## config.mk

```make
export PLATFORM = sky130hd
export DESIGN_NAME = priority_merge_n_avalon_st
export DESIGN_NICKNAME = d
export VERILOG_FILES = /design/src/rtl/priority_merge_pkg.sv /design/src/rtl/avalon_st_skid_buffer.sv /design/src/rtl/priority_merge_n_avalon_st.sv
export SDC_FILE = /design/constraint.sdc
export NUM_CORES = 1
export LEC_CHECK = 0
export ABC_AREA = 1
export CORE_MARGIN = 2
export CORE_UTILIZATION = 46
export DETAILED_ROUTE_END_ITERATION = 6
export GPL_TIMING_DRIVEN = 0
export PLACE_DENSITY = 0.88
export SKIP_CTS_REPAIR_TIMING = 1
export SYNTH_ARGS = -nofsm -noshare
export SYNTH_HDL_FRONTEND = slang
export SYNTH_SLANG_ARGS = --single-unit
```

## constraint.sdc

```tcl
create_clock -name clock -period 1.9 [get_ports clock]
set_input_delay 0.38 -clock clock [delete_from_list [all_inputs] [get_ports clock]]
set_output_delay 0.38 -clock clock [all_outputs]
set_load 0.005 [all_outputs]
```

## src/rtl/priority_merge_pkg.sv

```systemverilog
// -----------------------------------------------------------------------------
// priority_merge_pkg
// Shared types, constants and helpers for the N-input packet-aware priority
// merge and its 2-entry output buffer.
//   arb_state_t  : arbiter state (IDLE, LOCKED)
//   COUNT_*      : occupancy codes of the 2-entry output buffer
//   prio_encode  : index of the lowest set bit of a 32-bit vector
//                  (callers zero-extend narrower request vectors; 0 if none)
// -----------------------------------------------------------------------------
package priority_merge_pkg;

   typedef enum logic [0:0] {
      IDLE   = 1'b0,
      LOCKED = 1'b1
   } arb_state_t;

   localparam int BUF_DEPTH = 2;
   localparam int COUNT_W   = 2;

   localparam logic [COUNT_W-1:0] COUNT_EMPTY = 2'd0;
   localparam logic [COUNT_W-1:0] COUNT_ONE   = 2'd1;
   localparam logic [COUNT_W-1:0] COUNT_FULL  = 2'd2;

   // Requests wider than this are not supported by prio_encode.
   localparam int PRIO_MAX = 32;

   // Lowest set bit wins; scanning downward lets the lowest index overwrite.
   function automatic int prio_encode(input logic [PRIO_MAX-1:0] vec);
      int idx;
      idx = 0;
      for (int i = PRIO_MAX - 1; i >= 0; i--) begin
         if (vec[i]) begin
            idx = i;
         end else begin
            idx = idx;
         end
      end
      return idx;
   endfunction

endpackage

```

## src/rtl/avalon_st_skid_buffer.sv

```systemverilog
// -----------------------------------------------------------------------------
// avalon_st_skid_buffer
// Two-entry register slice for a valid/ready stream. The head register drives
// the output directly; the skid register catches the beat that is already in
// flight when the consumer stalls. in_ready depends only on the occupancy
// register, never on out_ready, so no combinational ready path crosses it.
// The head payload is cleared whenever the buffer is empty, so the output
// payload reads zero while out_valid is low.
//
// Parameters
//   PAYLOAD     : bits per beat
// Ports
//   clock       : rising-edge clock
//   reset       : asynchronous, active-high reset
//   in_valid    : upstream beat valid
//   in_ready    : buffer can accept a beat (occupancy < 2)
//   in_payload  : upstream beat
//   out_valid   : head beat valid (registered)
//   out_ready   : downstream ready
//   out_payload : head beat (registered)
// -----------------------------------------------------------------------------
module avalon_st_skid_buffer
   import priority_merge_pkg::*;
#(
   parameter int PAYLOAD = 10
) (
   input  logic               clock,
   input  logic               reset,
   input  logic               in_valid,
   output logic               in_ready,
   input  logic [PAYLOAD-1:0] in_payload,
   output logic               out_valid,
   input  logic               out_ready,
   output logic [PAYLOAD-1:0] out_payload
);

   logic [COUNT_W-1:0] count_r;
   logic [COUNT_W-1:0] count_next_s;
   logic [PAYLOAD-1:0] head_r;
   logic [PAYLOAD-1:0] head_next_s;
   logic [PAYLOAD-1:0] skid_r;
   logic [PAYLOAD-1:0] skid_next_s;
   logic               valid_r;
   logic               in_xfer_s;
   logic               out_xfer_s;

   assign in_ready    = (count_r < COUNT_FULL);
   assign in_xfer_s   = in_valid && in_ready;
   assign out_xfer_s  = valid_r && out_ready;
   assign out_valid   = valid_r;
   assign out_payload = head_r;

   // Occupancy and head/skid update for every combination of push and pop.
   always_comb begin
      count_next_s = count_r;
      head_next_s  = head_r;
      skid_next_s  = skid_r;
      case (count_r)
         COUNT_EMPTY: begin
            if (in_xfer_s) begin
               head_next_s  = in_payload;
               count_next_s = COUNT_ONE;
            end else begin
               head_next_s  = '0;
            end
         end
         COUNT_ONE: begin
            if (in_xfer_s && out_xfer_s) begin
               // Head leaves and the new beat takes its place.
               head_next_s  = in_payload;
            end else if (in_xfer_s) begin
               skid_next_s  = in_payload;
               count_next_s = COUNT_FULL;
            end else if (out_xfer_s) begin
               head_next_s  = '0;
               count_next_s = COUNT_EMPTY;
            end else begin
               head_next_s  = head_r;
            end
         end
         COUNT_FULL: begin
            // in_ready is low here, so only a pop can happen.
            if (out_xfer_s) begin
               head_next_s  = skid_r;
               skid_next_s  = '0;
               count_next_s = COUNT_ONE;
            end else begin
               head_next_s  = head_r;
            end
         end
         default: begin
            count_next_s = COUNT_EMPTY;
            head_next_s  = '0;
            skid_next_s  = '0;
         end
      endcase
   end

   // Buffer state registers; reset discards any buffered beats.
   always_ff @(posedge clock or posedge reset) begin
      if (reset) begin
         count_r <= COUNT_EMPTY;
         head_r  <= '0;
         skid_r  <= '0;
         valid_r <= 1'b0;
      end else begin
         count_r <= count_next_s;
         head_r  <= head_next_s;
         skid_r  <= skid_next_s;
         valid_r <= (count_next_s != COUNT_EMPTY);
      end
   end

endmodule

```

## src/rtl/priority_merge_n_avalon_st.sv

```systemverilog
// -----------------------------------------------------------------------------
// priority_merge_n_avalon_st
// Packet-aware fixed-priority merge of CHANNELS Avalon-ST inputs into one
// output stream. Channel 0 has the highest priority. A channel whose accepted
// beat opens a multi-beat packet (sop=1, eop=0) holds the grant until its eop
// beat is accepted, so packets never interleave. Beats go through a 2-entry
// output buffer: one cycle latency, full throughput, and in_ready that is a
// function of registered state and in_valid only.
//
// Optional feature (macro PRIORITY_MERGE_N_CHANNEL_EN):
//   adds the out_channel port; the source index travels with each buffered
//   beat and is presented alongside it. Without the macro the port and the
//   storage are absent.
//
// Parameters
//   WIDTH             : data bits per beat
//   CHANNELS          : number of inputs (2..32)
// Ports
//   clock             : rising-edge clock
//   reset             : asynchronous, active-high reset
//   in_ready          : per-channel ready (only the granted channel can be 1)
//   in_valid          : per-channel valid
//   in_data           : per-channel data, unpacked [CHANNELS]
//   in_startofpacket  : per-channel SOP
//   in_endofpacket    : per-channel EOP
//   out_ready         : downstream ready
//   out_valid         : head beat valid
//   out_data          : head beat data (0 when empty)
//   out_startofpacket : head beat SOP (0 when empty)
//   out_endofpacket   : head beat EOP (0 when empty)
//   out_channel       : head beat source channel (macro only, 0 when empty)
// -----------------------------------------------------------------------------
module priority_merge_n_avalon_st
   import priority_merge_pkg::*;
#(
   parameter int WIDTH    = 8,
   parameter int CHANNELS = 4
) (
   input  logic                        clock,
   input  logic                        reset,
   output logic [CHANNELS-1:0]         in_ready,
   input  logic [CHANNELS-1:0]         in_valid,
   input  logic [WIDTH-1:0]            in_data [CHANNELS],
   input  logic [CHANNELS-1:0]         in_startofpacket,
   input  logic [CHANNELS-1:0]         in_endofpacket,
   input  logic                        out_ready,
   output logic                        out_valid,
   output logic [WIDTH-1:0]            out_data,
   output logic                        out_startofpacket,
   output logic                        out_endofpacket
`ifdef PRIORITY_MERGE_N_CHANNEL_EN
   ,
   output logic [$clog2(CHANNELS)-1:0] out_channel
`endif
);

   localparam int CH_W = $clog2(CHANNELS);

`ifdef PRIORITY_MERGE_N_CHANNEL_EN
   localparam int PAYLOAD = WIDTH + 2 + CH_W;
`else
   localparam int PAYLOAD = WIDTH + 2;
`endif

   arb_state_t          state_r;
   arb_state_t          state_next_s;
   logic [CH_W-1:0]     lock_r;
   logic [CH_W-1:0]     lock_next_s;

   logic [PRIO_MAX-1:0] valid_ext_s;
   logic [CH_W-1:0]     grant_s;
   logic                grant_valid_s;

   logic                sel_valid_s;
   logic [WIDTH-1:0]    sel_data_s;
   logic                sel_sop_s;
   logic                sel_eop_s;
   logic                in_xfer_s;

   logic                buf_in_ready_s;
   logic [PAYLOAD-1:0]  buf_in_payload_s;
   logic [PAYLOAD-1:0]  buf_out_payload_s;

   // Grant: locked channel while a packet is open, otherwise lowest-index valid.
   always_comb begin
      valid_ext_s                 = '0;
      valid_ext_s[CHANNELS-1:0]   = in_valid;
      if (state_r == LOCKED) begin
         grant_s       = lock_r;
         grant_valid_s = 1'b1;
      end else begin
         grant_s       = CH_W'(prio_encode(valid_ext_s));
         grant_valid_s = |in_valid;
      end
   end

   // Ready goes to the granted channel only, gated by buffer space.
   always_comb begin
      in_ready = '0;
      for (int i = 0; i < CHANNELS; i++) begin
         if (grant_valid_s && (grant_s == CH_W'(i))) begin
            in_ready[i] = buf_in_ready_s;
         end else begin
            in_ready[i] = 1'b0;
         end
      end
   end

   assign sel_valid_s = grant_valid_s && in_valid[grant_s];
   assign sel_data_s  = in_data[grant_s];
   assign sel_sop_s   = in_startofpacket[grant_s];
   assign sel_eop_s   = in_endofpacket[grant_s];
   assign in_xfer_s   = sel_valid_s && buf_in_ready_s;

   // Arbiter next state: open a lock on sop-without-eop, release on eop.
   always_comb begin
      state_next_s = state_r;
      lock_next_s  = lock_r;
      case (state_r)
         IDLE: begin
            if (in_xfer_s && sel_sop_s && !sel_eop_s) begin
               state_next_s = LOCKED;
               lock_next_s  = grant_s;
            end else begin
               state_next_s = IDLE;
            end
         end
         LOCKED: begin
            // A sop inside an open packet is forwarded but does not re-lock.
            if (in_xfer_s && sel_eop_s) begin
               state_next_s = IDLE;
            end else begin
               state_next_s = LOCKED;
            end
         end
         default: begin
            state_next_s = IDLE;
            lock_next_s  = '0;
         end
      endcase
   end

   // Arbiter state and lock registers.
   always_ff @(posedge clock or posedge reset) begin
      if (reset) begin
         state_r <= IDLE;
         lock_r  <= '0;
      end else begin
         state_r <= state_next_s;
         lock_r  <= lock_next_s;
      end
   end

`ifdef PRIORITY_MERGE_N_CHANNEL_EN
   assign buf_in_payload_s = {grant_s, sel_data_s, sel_sop_s, sel_eop_s};
   assign {out_channel, out_data, out_startofpacket, out_endofpacket} = buf_out_payload_s;
`else
   assign buf_in_payload_s = {sel_data_s, sel_sop_s, sel_eop_s};
   assign {out_data, out_startofpacket, out_endofpacket} = buf_out_payload_s;
`endif

   avalon_st_skid_buffer #(
      .PAYLOAD (PAYLOAD)
   ) u_out_buffer (
      .clock       (clock),
      .reset       (reset),
      .in_valid    (sel_valid_s),
      .in_ready    (buf_in_ready_s),
      .in_payload  (buf_in_payload_s),
      .out_valid   (out_valid),
      .out_ready   (out_ready),
      .out_payload (buf_out_payload_s)
   );

endmodule

```

==> results.json, run 1 <==
{
  "swShare_pct": 45.19,
  "postSynthAreaPerCell_um2": 6.345,
  "setup_violations": 1,
  "layout-drive-gt1-share_pct": 17.91,
  "syn_to_final_growth_pct": 50.67,
  "yosys_warnings": 0,
  "power.internal_mw": 1.714,
  "synth_edf_count": 0,
  "fin_crit_sh_pct": 100.6,
  "max-vdd-ir-drop_uv": 719.4,
  "wirelength_um": 5480,
  "failed_checks": "negative setup slack",
  "power_density_nw_per_um2": 1109,
  "via_count": 2241,
  "grt_pass1_vias": 2052,
  "async_flop_share_pct": 100.0,
  "ios": 62,
  "maxCapViolCount": 0,
  "most-common-layout-cells": "nand2_1 (105), clkdlybuf4s50_1 (53), nor2_1 (32)",
  "crit_required_ns": 1.52,
  "pwr-share-clk_pct": 11.8,
  "path_max_fanout": 10,
  "pwr-share-seq_pct": 27.5,
  "grt_usage_pct": 23.76,
  "fmax_ghz": 0.5230,
  "path_clk_slew_ns": 0.09,
  "gr-total-overflow": 0,
  "path_cells": "nor2_4 -> nand2_4 -> nand2_8 -> buf_6 -> buf_8 -> nor3_2 -> buf_2",
  "antenna_found_initial": 0,
  "ant_nets": 0,
  "worst-slew-pin-transition_ns": 0.9944,
  "crit_path_end_kind": "output port",
  "slowest_delay_ns": 0.50,
  "status": "complete, but fails checks",
  "cts_root_buf": "clkbuf_8",
  "start_util_pct": 47.13,
  "grt_setup_unrepaired": "yes",
  "clk_latency_ns": 0.28,
  "fin_ws_ns": -0.01199,
  "place.gp.congestion": 0.8775,
  "use_met2_pct": 45.22,
  "synth_seq_cells": 26,
  "clk_path_buf_depth": 2,
  "fin_crit_ns": 1.912,
  "rows": 23,
  "combPwrFrac_pct": 60.6,
  "cp.arrival_ns": 1.53,
  "slowest_stage": "dfrtp_2",
  "numClockSinks": 26,
  "path_buf_inv": 3,
  "antenna_cells": 0,
  "hpwl_um": 3815,
  "use_met3_pct": 4.000,
  "leakage_nw": 1.491,
  "synthCells": 295,
  "hold_viol": 0,
  "startpoint_type": "register",
  "grt.busiest_layer": "met2",
  "cts_tree": "yes",
  "grt_use_met1_pct": 27.74,
  "synth_seq_area_share_pct": 34.76,
  "syn_area_um2": 1872,
  "synth_cell_types": 24,
  "syn_nets": 342,
  "cts_made_buffers": 3,
  "fill_cells": 320,
  "critical_path.top_delay_family": "flip-flops",
  "final_cells": 424,
  "grt_max_degree": 27,
  "fin_skew_ns": 0.003745,
  "die_w_um": 67.79,
  "viasPerCell": 5.285,
  "setup.worst_path.class": "reg -> out",
  "nets": 422,
  "htree_levels": 1,
  "worstHoldPathType": "reg -> reg",
  "dr.pass1.iters": 6,
  "layout_commonest_cell": "nand2_1",
  "fp.dieArea_um2": 4595,
  "portBuffers": 61,
  "grt_pass1_wl_um": 8514,
  "drt-initial-drc-count": 207,
  "fin_util_pct": 71.01,
  "p_sw_mw": 1.413,
  "synth_ff_type": "dfrtp_1",
  "wl_per_cell_um": 12.92,
  "core-area_um2": 3971,
  "slew_viol_final": 0,
  "dp.cells": 406,
  "route.detailed.drc": 0,
  "slew_headroom_pct": 33.63,
  "die-height_um": 67.79
}
-- metal layers --
| layer | vias up | share of wire [%] |
|---|---|---|
| li1 | 1097 | - |
| met1 | 1003 | 41 |
| met2 | 121 | 50 |
| met3 | 20 | 6.8 |
| met4 | 0 | 2.3 |
| met5 | - | 0 |
-- path summary, 6_finish.rpt --
path,end,slack (ns),from,cells after the start
hold reg to reg,u_out_buffer.out_payload[4],0.48,u_out_buffer.out_payload[4],2
hold / removal,u_out_buffer.out_payload[4],0.48,u_out_buffer.out_payload[4],2
min in group asynchronous,u_out_buffer.out_payload[3],0.63,reset,2
setup reg to reg,lock_r[0],0.05,state_r,12
max in group asynchronous,state_r,0.60,reset,2
setup / recovery,in_ready[0],-0.01,state_r,7
-- synthesized netlist by cell type (all sizes together), types with 3 or more instances --
cell type	count	area, um^2
dfrtp	26	650.6
nand2	129	534.3
nand4	8	50.05
nor3	3	15.01
nor2	34	127.6
o31ai	5	37.54
buf	7	58.80
a21oi	5	28.78
nand3	19	100.1
o21ai	24	123.9
inv	29	108.9
-- metrics by stage --
stage / setup WS [ns] / hold WS (ns) / cell area, um^2 / total power [mW] / setup TNS [ns]
3_5_place_dp: -0.6964 / 0.4645 / 2545 / 2.488 / -9.836
6_report: -0.01199 / 0.4822 / 2820 / 3.128 / -0.01199
3_3_place_gp: -0.6680 / 0.4638 / 2545 / 2.451 / -8.913
2_1_floorplan: 0.2654 / 0.4200 / 1872 / 1.932 / 0
5_1_grt: -0.1105 / 0.5171 / 2820 / 3.387 / -1.013
4_1_cts: -0.7026 / 0.4871 / 2600 / 2.863 / -3.253
-- worst min-delay path: stages (launching register included) --
cell and delay (ns):
dfrtp_1 0.35, nand2_1 0.05, nand2_1 0.05
-- power groups by stage --
| stage | registers [mW] | logic (mW) | clock network (mW) |
|---|---|---|---|
| finish | 0.862 | 1.90 | 0.369 |
| global route | 0.879 | 2.12 | 0.392 |
| CTS | 0.843 | 1.65 | 0.369 |
| detailed placement | 0.851 | 1.64 | 0 |
| global placement | 0.844 | 1.61 | 0 |
| floorplan | 0.834 | 1.10 | 0 |
-- kinds of logic (layout without fill, tap and decap cells) --
group | count (synthesis) | count (layout) | share of synthesized area, %
AND/OR/NAND/NOR | 196 | 196 | 45.32
buffers and inverters | 38 | 117 | 9.358
AO/OA/AOI/OAI | 35 | 35 | 10.56
flip-flops | 26 | 26 | 34.76
-- cell type report --
type                       instances  area [um^2]  area share (%)
inverter                          29        108.9           3.860
sequential                        26        651.9           23.11
timing repair buffer              75        732.0           25.95
multi-input combinational        231         1130           40.06
clock buffer                       4        55.05           1.952
buffer                             9        80.08           2.839
tap                               50        62.56           2.218
-- state kept, by name (all words and copies together) (netlist names) --
name and flops:
u_out_buffer.out_payload 10, u_out_buffer.skid_r 10, lock_r 2, u_out_buffer.count_r 2, state_r 1, u_out_buffer.out_valid 1
(Power assumes the default switching activity.)
==> run 2, diff against run 1 <==
--- a/config.mk
+++ b/config.mk
@@ -6,7 +6,6 @@
 export NUM_CORES = 1
 export LEC_CHECK = 0
 export ABC_AREA = 1
-export CORE_MARGIN = 2
 export CORE_UTILIZATION = 46
 export DETAILED_ROUTE_END_ITERATION = 6
 export GPL_TIMING_DRIVEN = 0
==> run 2 against run 1 <==
The flow still finishes with violations (negative setup slack); worst hold slack improved by 0.0091 ns; largest power group unchanged; register-to-register slack got worse by 0.05 ns; sequential share of layout area increased by 0.051 points; sequential power increased by 2%; first-iteration DRC count decreased by 25%; flip-flop and latch count unchanged; highest routed layer unchanged; core utilization increased by 3.6 points; non-clock buffer count unchanged.
==> results.json, run 2 (synthesis results as in run 1) <==
{
  "status": "complete, but fails checks",
  "failed_checks": "negative setup slack",
  "rr_endpoint": "u_out_buffer.skid_r[5]",
  "crit_path_end_kind": "output port",
  "start_util_pct": 49.64,
  "power_density_nw_per_um2": 1132,
  "antenna_found_initial": 0,
  "crit_required_ns": 1.52,
  "max-vdd-ir-drop_uv": 641.8,
  "pwr-share-clk_pct": 11.8,
  "nets": 422,
  "worstHoldPathType": "reg -> reg",
  "power.internal_mw": 1.727,
  "wirelength_um": 5619,
  "die_w_um": 65.79,
  "grt_pass1_vias": 2026,
  "pwr-share-seq_pct": 27.6,
  "wl_per_cell_um": 13.32,
  "setup.worst_path.class": "reg -> out",
  "gr-total-overflow": 0,
  "rows": 22,
  "drt-initial-drc-count": 156,
  "portBuffers": 61,
  "slowest_stage": "dfrtp_2",
  "cp.arrival_ns": 1.56,
  "htree_levels": 1,
  "hold_viol": 0,
  "core-area_um2": 3771,
  "clk_latency_ns": 0.28,
  "numClockSinks": 26,
  "grt_setup_unrepaired": "yes",
  "fp.dieArea_um2": 4328,
  "combPwrFrac_pct": 60.6,
  "hold_depth": 2,
  "die-height_um": 65.79,
  "ant_nets": 0,
  "cts_made_buffers": 3,
  "slowest_delay_ns": 0.50,
  "hpwl_um": 3865,
  "hp-start": "u_out_buffer.out_payload[2]",
  "maxCapViolCount": 0,
  "swShare_pct": 45.75,
  "clk_path_buf_depth": 2,
  "layout-drive-gt1-share_pct": 17.91,
  "path_max_fanout": 5,
  "route.detailed.drc": 0,
  "most-common-layout-cells": "nand2_1 (108), clkdlybuf4s50_1 (53), nor2_1 (31)",
  "fmax_ghz": 0.5155,
  "grt_pass1_wl_um": 8549,
  "layout_commonest_cell": "nand2_1",
  "via_count": 2257,
  "power.total_mw": 3.184,
  "p_sw_mw": 1.457,
  "worst-slew-pin-transition_ns": 1.011,
  "crit_top_cell": "buf_6",
  "slew_headroom_pct": 32.52,
  "cts_root_buf": "clkbuf_8",
  "path_clk_slew_ns": 0.10,
  "r2r_start": "state_r",
  "antenna_cells": 0,
  "fin_crit_sh_pct": 102.1,
  "dr.pass1.iters": 5,
  "ios": 62,
  "setup_violations": 3,
  "grt_usage_pct": 25.23,
  "fin_ws_ns": -0.04000,
  "slew_viol_final": 0,
  "timing.hold.ws_ns": 0.4912,
  "cts_tree": "yes",
  "fin_skew_ns": 0.009642,
  "r2r_setup_slack_ns": 0,
  "viasPerCell": 5.348,
  "rr_worst_depth": 11,
  "worstHoldEndpoint": "u_out_buffer.out_payload[2]",
  "path_cells": "buf_6 -> o21ai_4 -> buf_6 -> nand2_4 -> nor2_1 -> buf_2",
  "startpoint_type": "register",
  "grt_max_degree": 27,
  "place.gp.congestion": 0.8357,
  "fin_crit_ns": 1.940,
  "syn_to_final_growth_pct": 50.33,
  "leakage_nw": 1.477
}
run 2: worst max path at each step:
stage / from / end / cells past startpoint
global placement: in_valid[0] / in_ready[3] / 8
finish: state_r / in_ready[2] / 6
CTS: in_valid[0] / in_ready[3] / 8
floorplan: state_r / lock_r[0] / 13
detailed placement: in_valid[0] / in_ready[3] / 8
global route: state_r / in_ready[2] / 6
run 2: worst max-delay path, delay by kind of cell, from the launching register on:
family	cells	cell delay, ns
compound gates	1	0.23
simple gates	2	0.13
flops	1	0.50
buf+inv	3	0.42
run 2: layout make-up:
class                   instances  area, um^2
multi-input cells             231        1137
fillers                       297       957.2
repair buffers                 76       720.7
flip-flops and latches         26       651.9
inverters                      29       111.4
plain buffers                   8       77.57
well taps                      48       60.06
clock buffers                   4       55.05
run 2: layer usage:
layer	global-route usage (%)	routed length, um	up-vias
li1	-	-	1095
met3	5.000	378	17
met4	6.793	125	0
met1	29.69	2315	1032
met5	0	0	-
met2	45.92	2799	113
run 2: per-stage QoR:
stage / setup TNS, ns / worst slack (ns) / std cells / util, % / instance area (um^2)
finish: -0.06783 / -0.04000 / 422 / 74.62 / 2814
global route: -1.292 / -0.09538 / 422 / 74.62 / 2814
CTS: -3.535 / -0.6991 / 408 / 68.88 / 2597
detailed placement: -10.22 / -0.6815 / 404 / 67.42 / 2542
global placement: -9.138 / -0.6622 / 404 / 67.42 / 2542
floorplan: 0 / 0.2654 / 295 / - / 1872
run 2: power by group through the flow:
| stage | registers [mW] | clock network (mW) | logic (mW) |
|---|---|---|---|
| finish | 0.879 | 0.375 | 1.93 |
| CTS | 0.841 | 0.369 | 1.66 |
| floorplan | 0.834 | 0 | 1.10 |
| detailed placement | 0.850 | 0 | 1.65 |
| global route | 0.902 | 0.399 | 2.12 |
| global placement | 0.844 | 0 | 1.61 |
==> run 3, diff against run 2 <==
--- a/config.mk
+++ b/config.mk
@@ -6,10 +6,10 @@
 export NUM_CORES = 1
 export LEC_CHECK = 0
 export ABC_AREA = 1
-export CORE_UTILIZATION = 46
+export CORE_UTILIZATION = 50
 export DETAILED_ROUTE_END_ITERATION = 6
 export GPL_TIMING_DRIVEN = 0
-export PLACE_DENSITY = 0.88
+export PLACE_DENSITY = 0.94
 export SKIP_CTS_REPAIR_TIMING = 1
 export SYNTH_ARGS = -nofsm -noshare
 export SYNTH_HDL_FRONTEND = slang
==> constraint.sdc (replaced) <==
create_clock -name clock -period 2.4 [get_ports clock]
set_input_delay 0.48 -clock clock [delete_from_list [all_inputs] [get_ports clock]]
set_output_delay 0.48 -clock clock [all_outputs]
set_load 0.005 [all_outputs]
==> run 3 against run 2 <==
The run still ends with negative setup slack left; clock skew fell by 0.0045 ns; final cell count is 3.1% lower; non-clock buffer count down 10; global-route usage rose by 1.6 points; final area fell by 4.9%; total power down 28%; core utilization is 2.5 points higher; flip-flop and latch count unchanged; first-iteration DRC count shrank 29%; clock power is 36% lower.
==> results.json, run 3 (synthesis results as in run 1) <==
{
  "fin_crit_sh_pct": 108.0,
  "die-height_um": 63.19,
  "hp-start": "u_out_buffer.out_payload[0]",
  "hpwl_um": 3984,
  "r2r_start": "state_r",
  "grt_setup_unrepaired": "yes",
  "layout-drive-gt1-share_pct": 10.47,
  "drt-initial-drc-count": 111,
  "setup.worst_path.class": "in -> out",
  "fin_ws_ns": -0.1909,
  "max-vdd-ir-drop_uv": 524.0,
  "most-common-layout-cells": "nand2_1 (115), clkdlybuf4s50_1 (55), nor2_1 (32)",
  "clk_path_buf_depth": 2,
  "ant_nets": 0,
  "failed_checks": "negative setup slack",
  "fin_skew_ns": 0.005108,
  "maxCapViolCount": 0,
  "wirelength_um": 5032,
  "syn_to_final_growth_pct": 42.91,
  "r2r_setup_slack_ns": 0.32,
  "cp.arrival_ns": 2.11,
  "dp.cells": 402,
  "grt_max_degree": 27,
  "nets": 412,
  "grt_pass1_vias": 2162,
  "crit_required_ns": 1.92,
  "wl_per_cell_um": 12.30,
  "via_count": 2136,
  "antenna_cells": 0,
  "layout_commonest_cell": "nand2_1",
  "viasPerCell": 5.222,
  "gr-total-overflow": 0,
  "setup_violations": 1,
  "start_util_pct": 53.97,
  "grt_pass1_wl_um": 8673,
  "rows": 21,
  "hold_depth": 2,
  "portBuffers": 61,
  "fin_crit_ns": 2.591,
  "ios": 62,
  "final_cells": 409,
  "place.gp.congestion": 0.8695,
  "power_density_nw_per_um2": 852.7,
  "timing.hold.ws_ns": 0.4862,
  "cts_made_buffers": 3,
  "antenna_found_initial": 0,
  "fp.dieArea_um2": 3992,
  "path_max_fanout": 10,
  "dr.pass1.iters": 4,
  "die_w_um": 63.19,
  "slew_headroom_pct": 34.85,
  "rr_worst_depth": 13,
  "core-area_um2": 3468,
  "status": "complete, but fails checks",
  "numClockSinks": 26,
  "worstHoldPathType": "reg -> reg",
  "cts_tree": "yes",
  "fmax_ghz": 0.3860,
  "clk_latency_ns": 0.27,
  "grt_usage_pct": 26.83,
  "rr_endpoint": "lock_r[1]",
  "worst-slew-pin-transition_ns": 0.9762,
  "power.total_mw": 2.281,
  "leakage_nw": 1.415,
  "crit_path_end_kind": "output port",
  "slew_viol_final": 0,
  "path_clk_slew_ns": 0.08,
  "place_ws_ns": -0.3916,
  "startpoint_type": "primary input",
  "worstHoldEndpoint": "u_out_buffer.out_payload[0]",
  "cts_root_buf": "clkbuf_8",
  "htree_levels": 1,
  "hold_viol": 0,
  "route.detailed.drc": 0
}
-- run 3: cell count changes in the layout (fill, tap and decap cells not counted), sizes merged --
cell | before | now
buf | 24 | 12
clkbuf | 7 | 5
clkdlybuf4s50 | 53 | 55
dlymetal6s2s | 4 | 5
-- run 3: cell type report --
class,instances,area [um^2]
buffer,9,76.32
clock buffer,3,41.29
fill,274,793.3
inverter,29,113.9
multi-input combinational,231,1087
sequential,26,650.6
tap,46,57.56
timing repair buffer,65,648.1
-- run 3: critical path, stage by stage --
cell             delay, ns
clkdlybuf4s50_1       0.48
inv_1                 0.06
nand2_1               0.08
nand2_1               0.09
o21ai_4               0.24
buf_6                 0.17
nor3_2                0.05
clkdlybuf4s50_1       0.45
-- run 3: how the worst max path moves through the flow --
stage	slack, ns	cells past startpoint	start	to
5_1_grt	-0.27	8	in_valid[2]	in_ready[1]
3_3_place_gp	-0.35	8	in_valid[0]	in_ready[3]
6_report	-0.19	8	in_valid[2]	in_ready[1]
4_1_cts	-0.41	8	in_valid[0]	in_ready[3]
3_5_place_dp	-0.39	8	in_valid[0]	in_ready[3]
2_1_floorplan	0.70	6	in_valid[0]	in_ready[3]
-- run 3: where the power goes --
group | internal [mW] | switching, mW | leakage (nW)
logic | 0.545 | 0.822 | 1.05
clock network | 0.112 | 0.128 | 0.0216
registers | 0.581 | 0.0927 | 0.342
total | 1.24 | 1.04 | 1.42
-- run 3: routing by layer --
layer	vias up	global-route usage, %	share of wire [%]
met5	-	0	0
met4	0	7.102	0.85
met3	8	5.797	4.8
met2	69	49.87	52
met1	982	30.64	43
li1	1077	-	-
-- run 3: metrics by stage --
step / util, % / setup TNS, ns / cell area [um^2]
finish: 77.13 / -0.1909 / 2675
detailed placement: 73.23 / -1.255 / 2540
global route: 77.13 / -0.2669 / 2675
floorplan: - / 0 / 1872
CTS: 74.42 / -1.297 / 2581
global placement: 73.23 / -1.182 / 2540
